--- src/rtl/dii_packet_fifo_if.sv ---
// DII flit link: one direction of a valid/ready flit stream.
//   data  : flit payload (WIDTH bits)
//   first : first-flit marker
//   last  : last-flit marker
//   valid : producer has a flit
//   ready : consumer takes the flit this cycle
// master drives the flit, slave returns ready.
interface dii_packet_fifo_if #(
  parameter int unsigned WIDTH = 16
);
  logic [WIDTH-1:0] data;
  logic             first;
  logic             last;
  logic             valid;
  logic             ready;

  modport master (output data, output first, output last, output valid, input ready);
  modport slave  (input data, input first, input last, input valid, output ready);
endinterface

--- src/rtl/dii_packet_fifo.sv ---
// Circular-buffer FIFO for DII flits with optional packet-atomic forwarding.
//   clk, rst   : clock, synchronous active-high reset
//   flush      : synchronous discard of all stored flits
//   in_if      : flit input link (slave)
//   out_if     : flit output link (master), first-word fall-through
//   level      : stored flit count, 0..DEPTH
//   pkt_count  : stored last flits, 0..DEPTH
//   high_water : peak level since last rst/flush, only when
//                DII_PACKET_FIFO_WATERMARK_EN is defined
// FULLPACKET=1 holds output until a last flit is stored, or the FIFO is
// full, so a packet longer than DEPTH streams through instead of stalling.
module dii_packet_fifo #(
  parameter int unsigned WIDTH      = 16,
  parameter int unsigned DEPTH      = 8,
  parameter int unsigned FULLPACKET = 0,
  parameter int unsigned LW         = $clog2(DEPTH + 1)
) (
  input  logic                    clk,
  input  logic                    rst,
  input  logic                    flush,
  dii_packet_fifo_if.slave        in_if,
  dii_packet_fifo_if.master       out_if,
  output logic [LW-1:0]           level,
  output logic [LW-1:0]           pkt_count
`ifdef DII_PACKET_FIFO_WATERMARK_EN
  ,
  output logic [LW-1:0]           high_water
`endif
);

  localparam int unsigned PW = (DEPTH > 1) ? $clog2(DEPTH) : 1;
  localparam int unsigned EW = WIDTH + 2;

  // Entry layout: {first, last, data}
  logic [EW-1:0] mem [DEPTH];

  logic [PW-1:0] wr_ptr;
  logic [PW-1:0] rd_ptr;
  logic [LW-1:0] level_nxt;
  logic [LW-1:0] pkt_nxt;
  logic          full;
  logic          empty;
  logic          pkt_ok;
  logic          push;
  logic          pop;
  logic          head_last;

  // Status decode
  assign full  = (level == LW'(DEPTH));
  assign empty = (level == '0);

  // Packet gate; the full term lets oversized packets escape
  assign pkt_ok = (FULLPACKET == 0) || (pkt_count != '0) || full;

  // Handshake
  assign in_if.ready  = !rst && !flush && !full;
  assign out_if.valid = !empty && !flush && pkt_ok;
  assign push         = in_if.valid && in_if.ready;
  assign pop          = out_if.valid && out_if.ready;

  // Head flit straight from storage
  assign {out_if.first, out_if.last, out_if.data} = mem[rd_ptr];
  assign head_last = out_if.last;

  // Next occupancy and packet count
  always_comb begin
    level_nxt = level;
    pkt_nxt   = pkt_count;
    case ({push, pop})
      2'b10:   level_nxt = level + LW'(1);
      2'b01:   level_nxt = level - LW'(1);
      default: level_nxt = level;
    endcase
    case ({push && in_if.last, pop && head_last})
      2'b10:   pkt_nxt = pkt_count + LW'(1);
      2'b01:   pkt_nxt = pkt_count - LW'(1);
      default: pkt_nxt = pkt_count;
    endcase
  end

  // Flit storage; not cleared by reset or flush
  always_ff @(posedge clk) begin
    if (push) begin
      mem[wr_ptr] <= {in_if.first, in_if.last, in_if.data};
    end
  end

  // Pointers and counters; rst takes priority over flush
  always_ff @(posedge clk) begin
    if (rst || flush) begin
      wr_ptr    <= '0;
      rd_ptr    <= '0;
      level     <= '0;
      pkt_count <= '0;
    end else begin
      if (push) begin
        wr_ptr <= (wr_ptr == PW'(DEPTH - 1)) ? '0 : wr_ptr + PW'(1);
      end
      if (pop) begin
        rd_ptr <= (rd_ptr == PW'(DEPTH - 1)) ? '0 : rd_ptr + PW'(1);
      end
      level     <= level_nxt;
      pkt_count <= pkt_nxt;
    end
  end

`ifdef DII_PACKET_FIFO_WATERMARK_EN
  // Peak occupancy tracks the new level on the same edge
  always_ff @(posedge clk) begin
    if (rst || flush) begin
      high_water <= '0;
    end else if (level_nxt > high_water) begin
      high_water <= level_nxt;
    end
  end
`endif

endmodule

--- src/flat_wrapper.sv ---
// flat-port wrapper written by rule: the top's interface ports become plain ports
module dii_packet_fifo_flat 
#(
  parameter int unsigned WIDTH      = 16,
  parameter int unsigned DEPTH      = 8,
  parameter int unsigned FULLPACKET = 0,
  parameter int unsigned LW         = $clog2(DEPTH + 1)
)
  (clk, rst, flush, level, pkt_count, in_if_data, in_if_first, in_if_last, in_if_valid, in_if_ready, out_if_data, out_if_first, out_if_last, out_if_valid, out_if_ready);
  dii_packet_fifo_if #(.WIDTH(WIDTH)) in_if_i ();
  dii_packet_fifo_if #(.WIDTH(WIDTH)) out_if_i ();
  input  logic clk;
  input  logic rst;
  input  logic flush;
  output logic [LW-1:0] level;
  output logic [LW-1:0] pkt_count;
  input wire logic [$bits(in_if_i.data)-1:0] in_if_data;
  input wire logic [$bits(in_if_i.first)-1:0] in_if_first;
  input wire logic [$bits(in_if_i.last)-1:0] in_if_last;
  input wire logic [$bits(in_if_i.valid)-1:0] in_if_valid;
  output wire logic [$bits(in_if_i.ready)-1:0] in_if_ready;
  output wire logic [$bits(out_if_i.data)-1:0] out_if_data;
  output wire logic [$bits(out_if_i.first)-1:0] out_if_first;
  output wire logic [$bits(out_if_i.last)-1:0] out_if_last;
  output wire logic [$bits(out_if_i.valid)-1:0] out_if_valid;
  input wire logic [$bits(out_if_i.ready)-1:0] out_if_ready;
  assign in_if_i.data = in_if_data;
  assign in_if_i.first = in_if_first;
  assign in_if_i.last = in_if_last;
  assign in_if_i.valid = in_if_valid;
  assign in_if_ready = in_if_i.ready;
  assign out_if_data = out_if_i.data;
  assign out_if_first = out_if_i.first;
  assign out_if_last = out_if_i.last;
  assign out_if_valid = out_if_i.valid;
  assign out_if_i.ready = out_if_ready;
  dii_packet_fifo #(.WIDTH(WIDTH), .DEPTH(DEPTH), .FULLPACKET(FULLPACKET), .LW(LW)) u_core (.clk(clk), .rst(rst), .flush(flush), .in_if(in_if_i), .out_if(out_if_i), .level(level), .pkt_count(pkt_count));
endmodule
--- config.mk ---
export PLATFORM = sky130hd
export DESIGN_NAME = dii_packet_fifo_flat
export DESIGN_NICKNAME = d
export VERILOG_FILES = /design/src/rtl/dii_packet_fifo_if.sv /design/src/rtl/dii_packet_fifo.sv /design/src/flat_wrapper.sv
export SDC_FILE = /design/constraint.sdc
export NUM_CORES = 1
export LEC_CHECK = 0
export ABC_AREA = 1
export CELL_PAD_IN_SITES_DETAIL_PLACEMENT = 0
export CELL_PAD_IN_SITES_GLOBAL_PLACEMENT = 1
export CORE_ASPECT_RATIO = 1.25
export CORE_MARGIN = 10
export CORE_UTILIZATION = 25
export DETAILED_ROUTE_END_ITERATION = 10
export HOLD_SLACK_MARGIN = 0.02
export PLACE_DENSITY = 0.51
export SLEW_MARGIN = 25
export SYNTH_ARGS = -nofsm -noshare
export SYNTH_HDL_FRONTEND = slang
export SYNTH_SLANG_ARGS = --single-unit
--- constraint.sdc ---
create_clock -name clk -period 2.5 [get_ports clk]
set_input_delay 0.375 -clock clk [delete_from_list [all_inputs] [get_ports clk]]
set_output_delay 0.375 -clock clk [all_outputs]
set_load 0.005 [all_outputs]
== Word-level counts from Yosys, hierarchy flattened ==
Memory sizes are Yosys's and may differ from the RTL's. A register that Yosys moved wholly into a read port is not among the register bits.
Index checks and enable logic that the tools add are counted.

* Bits in read-only memories: 0
* Bits in latches: 0
* Register bits: 14
* Word-level logic and storage cells: 41
* Input bits: 23
* RAM bits: 144
* Memories kept: 1

{| class="wikitable"
|+ Memories
! memory !! depth !! width !! rd ports !! clocked after memory_dff !! write ports !! RTL line !! source
|-
| u_core.mem || 8 || 18 || 1 || 1 || 1 || dii_packet_fifo.sv:35 || <nowiki>logic [EW-1:0] mem [DEPTH];</nowiki>
|}

* Shift-type cells: 0
* Mux-type cells: 8
* Divide/modulo/power cells: 0
* Bitwise logic cells: 0
* $mul: 0
* Order comparisons: 0
* Equal/unequal tests: 7
* Reductions and logical operators: 15
* Add/subtract/negate cells: 6

{| class="wikitable"
|+ Operator list
! cell !! count
|-
| $pmux W4 S2 || 2
|-
| $mux W3 || 4
|-
| $add A4 B1 Y4 const B || 2
|-
| $sub A4 B1 Y4 const B || 2
|-
| $logic_and A1 B1 Y1 || 7
|-
| $add A3 B1 Y3 const B || 2
|-
| $eq A3 B3 Y1 const B || 2
|-
| $eq A2 B1 Y1 const B || 2
|-
| $eq A2 B2 Y1 const B || 2
|-
| $eq A4 B4 Y1 const B || 1
|-
| $logic_not A1 Y1 || 4
|-
| $logic_not A4 Y1 || 1
|-
| $reduce_bool A2 Y1 || 2
|-
| $mux W1 || 2
|-
| $logic_or A1 B1 Y1 || 1
|}

== Depth between registers and ports, before layout ==
* Word-level depth: 7
* Gate-level depth with buffers: 18
* Gate-level depth less buffers: 16

== Least setup slack after synthesis ==
OpenSTA, ideal clock, no wires.

* Path kind: reg-to-reg
* From: register u_core.level[0]
* To: memory u_core.mem[6][0] (netlist bit), enable pin
* Clock period less this slack: 2.503 ns
* Path slack: -0.003 ns
* Data required time: 2.084 ns
* Stages on the path, launching flop included: 6
* Data arrival time: 2.087 ns
* Cell sequence: dfxtp_1 > nor2_2 > nand3_2 > nand3_4 > buf_4 > nor3_1

* Cells in the longest elaborated chain, start to end: 6

{| class="wikitable"
|+ Ends and longest elaborated chain
! element !! RTL line !! source
|-
| start, declared || dii_packet_fifo.sv:23 || <nowiki>output logic [LW-1:0] level,</nowiki>
|-
| start signal, assigned || dii_packet_fifo.sv:102 || <nowiki>level <= level_nxt;</nowiki>
|-
| $eq A4 B4 Y1 || dii_packet_fifo.sv:49 || <nowiki>assign full = (level == LW'(DEPTH));</nowiki>
|-
| $logic_not A1 Y1 || dii_packet_fifo.sv:56 || <nowiki>assign in_if.ready = !rst && !flush && !full;</nowiki>
|-
| $logic_and A1 B1 Y1 || dii_packet_fifo.sv:56 ||
|-
| $logic_and A1 B1 Y1 || dii_packet_fifo.sv:58 || <nowiki>assign push = in_if.valid && in_if.ready;</nowiki>
|-
| $mux W1 || dii_packet_fifo.sv:83 || <nowiki>if (push) begin</nowiki>
|-
| $mux W1 (not written as such) || dii_packet_fifo.sv:84 || <nowiki>mem[wr_ptr] <= {in_if.first, in_if.last, in_if.data};</nowiki>
|-
| end, declared || dii_packet_fifo.sv:35 ||
|}

Every way passes these cells.

==> impl_table.tex <==
\begin{tabular}{lr}
\hline
Metric & Value \\
\hline
\multicolumn{2}{l}{\textbf{Synth}} \\
EDFF count, synth & 144 \\
Most frequent cells after synthesis & edfxtp\_1, nand2\_1, nor2\_1 \\
Most numerous cell in the Yosys netlist & edfxtp\_1 \\
Synth Area per Inst & 12.18 sq um \\
Yosys Warn Count & 0 \\
Number of distinct library cell variants in the gate-level netlist after synthesis & 30 \\
Library cell with the largest summed area after synthesis & edfxtp\_1 \\
Async set-or-reset flop fraction in the synthesized netlist & 0\% \\
Flip-flop and latch count after synthesis & 161 \\
Syn Inst Count & 544 \\
Syn Nets & 578 \\
Sequential area share after synthesis & 70.38\% \\
Most instantiated flip-flop cell in the synthesis netlist & edfxtp\_1 \\
Synth Cell Area & 6628 sq um \\
Synth top area cells & edfxtp\_1, dfxtp\_1, o21ai\_0, nand2\_1, nor2\_1 \\
Share of the synthesized area in the top cell type & 65.24\% \\
\multicolumn{2}{l}{\textbf{STA}} \\
Hold Vio Cnt, Final & 0 \\
Final setup margin & 85.55 ps \\
Least-Margin Pin Slew & 308.8 ps \\
Skew final & 7.123 ps \\
Final Critical Period & 2414 ps \\
TNS Setup & 0 ps \\
Number of setup violations in the final report & 0 \\
Peak clock frequency supported by timing & 414.2 MHz \\
Fin. max-slew vios & 0 \\
Worst Hold Margin & 505.0 ps \\
Worst rel slew slack & 79.35\% \\
Unrepaired setup endpoints after global routing & true \\
Part of the cycle the worst path needs & 96.58\% \\
\multicolumn{2}{l}{\textbf{Floorplanning}} \\
Core Footprint & 26100 sq um \\
Num rows & 66 \\
Number of top-level design ports & 51 \\
Die span in y & 202.0 um \\
Starting utilization of the core area & 25.40\% \\
X dimension of the die & 165.6 um \\
Die footprint & 33460 sq um \\
\multicolumn{2}{l}{\textbf{Placed design}} \\
Placed cell area & 7711 sq um \\
Post-Place Setup Slack & -14.46 ps \\
HPWL Detailed & 9771 um \\
Number of port buffers & 50 \\
Global placer's final weighted congestion & 0.7574 \\
\multicolumn{2}{l}{\textbf{CTS}} \\
Clk sinks & 161 \\
CTS clock-pin slew for the worst setup and hold paths & 70 ps \\
CTS root buffer & clkbuf\_16 \\
Skew-Pair Late Insertion Delay & 410 ps \\
Bufs on Longest Clock Path & 2 \\
H-Tree Depth & 4 \\
CTS Buf Count & 17 \\
TritonCTS clock tree & yes \\
\multicolumn{2}{l}{\textbf{Route}} \\
Number of nets with antenna violations after detailed routing & 0 \\
First-pass iteration count of the detailed router & 4 \\
Post-detailed-route via-to-cell ratio & 4.450 \\
Detailed router's first-iteration violation count & 230 \\
Via count of the routed design & 4334 \\
Routed wire length per instance & 17.58 um \\
Total wire length after detailed routing & 17120 um \\
Residual DRC & 0 \\
\multicolumn{2}{l}{\textbf{Worst setup path}} \\
CP startpoint kind & register \\
CP endpoint kind & output pin \\
Most common cell on crit path & nand2\_1 \\
Data required time of the critical path & 2120 ps \\
Crit Path Max Fanout & 24 \\
Startpoint-to-endpoint class of the critical path & register to output pin \\
Critical-path cell list & buf\_16, o21ai\_0, o22ai\_1, nand2\_1, nand2\_1, clkdlybuf4s50\_1 \\
CP max stage delay & 500 ps \\
Slowest stage cell, crit path & clkdlybuf4s50\_1 \\
Worst Path Arrival & 2040 ps \\
\multicolumn{2}{l}{\textbf{Layout}} \\
Cell area after layout & 8573 sq um \\
NumNets Final & 655 \\
Post-synthesis to final-layout area growth & 29.36\% \\
Share of cells above drive strength 1 & 14.51\% \\
FILL cells & 2637 \\
Diode count & 0 \\
\multicolumn{2}{l}{\textbf{Global route}} \\
Aggregate global-route resource usage & 10.25\% \\
Grt total ovfl & 0 \\
Number of global-route vias before repair & 4621 \\
First-pass GRT wire length & 26750 um \\
Antenna violations before repair & 1 \\
Pin count of the biggest net entering global routing & 25 \\
\multicolumn{2}{l}{\textbf{Run status}} \\
Result of the run & completed \\
\multicolumn{2}{l}{\textbf{Pwr}} \\
Standby leakage power & 3.063 nW \\
Power density relative to cell area & 695.9 nW/um\^{}2 \\
Peak supply drop & 461.9 uV \\
\multicolumn{2}{l}{\textbf{Job}} \\
\# Max-Cap Violations & 0 \\
\multicolumn{2}{l}{\textbf{Worst hold path}} \\
Worst min path class & register to register \\
Start point of the worst hold path & u\_core.rd\_ptr[2] \\
\hline
\end{tabular}
==> repair_timing <==
action,in CTS,in global routing
pin swaps,0,0
hold buffers,0,0
endpoints found under the setup margin,17,17
setup buffers,4,0
gates cloned,3,2
gates resized for setup,12,21
==> cell usage in the layout, fill, tap and decap left out, drive strengths merged, types with 2 or more instances in the layout <==
cell | netlist | routed
a31oi | 2 | 2
a21oi | 14 | 14
nor2 | 78 | 78
bufinv | 0 | 4
nand2 | 89 | 89
dlymetal6s2s | 0 | 7
nand3 | 12 | 12
xnor2 | 4 | 4
o22ai | 34 | 34
dlygate4sd2 | 0 | 3
o21ai | 78 | 78
clkbuf | 0 | 19
buf | 26 | 31
dfxtp | 17 | 17
edfxtp | 144 | 144
nor3 | 8 | 8
clkdlybuf4s50 | 0 | 40
clkinv | 2 | 4
ha | 10 | 10
inv | 23 | 33
==> report_power, final <==
group	switching [mW]	total [mW]	internal, mW
clock	1.09	2.80	1.71
combinational	0.116	0.215	0.0994
sequential	0.00977	2.95	2.94
total	1.22	5.97	4.75
==> layer usage <==
metal / vias to the layer above / global-route usage, % / routed length [um]
met5: - / 0 / 13
met4: 2 / 3.074 / 192
met3: 18 / 2.504 / 655
met2: 96 / 18.43 / 8929
met1: 2110 / 11.71 / 7333
li1: 2108 / - / -
==> area by class of cell <==
type	instances	area [sq um]	share of cell area, %
Sequential cell	161	4672	54.50
Multi-Input combinational cell	332	1715	20.01
Timing Repair Buffer	83	998.5	11.65
Clock buffer	17	425.4	4.962
Tap cell	340	425.4	4.962
Clock inverter	15	219.0	2.554
Inverter	25	108.9	1.270
Timing Repair inverter	1	8.758	0.1022
==> state kept, by name, summed over array words and instances (netlist names), named ones only <==
signal            cells
u_core.mem          144
u_core.pkt_count      4
u_core.rd_ptr         3
u_core.wr_ptr         3
u_core.level          4
==> metrics by stage <==
stage	power [mW]	util (%)	instances
after floorplan	3.091	-	544
after global placement	3.221	29.55	933
after detailed placement	3.225	29.55	933
after CTS	6.047	32.44	972
after global routing	6.184	32.85	974
final	5.966	32.85	974
==> final timing paths <==
path                    endpoint  slack, ps  cells past startpoint
max               out_if_data[8]         90                      6
min                     register        500                      2
max reg2reg  u_core.pkt_count[3]        220                     16
min reg2reg             register        500                      2
==> critical path: cells and delay by family (launching register included) <==
kind	cells	cell delay [ps]
and+or+nand+nor	2	130
DFF	1	490
AOI/OAI and AO/OA	2	270
buffers and inverters	2	720
==> logic make-up after synthesis <==
logic type                 after synthesis  share of synthesized area, %
AOI/OAI and AO/OA                      128                         10.40
xor gates and xnor gates                 4                        0.5285
adders and majority gates               11                         2.190
buffers and inverters                   51                         4.568
DFF                                    161                         70.38
and+or+nand+nor                        189                         11.93
Power figures use the tool's default switching activity.
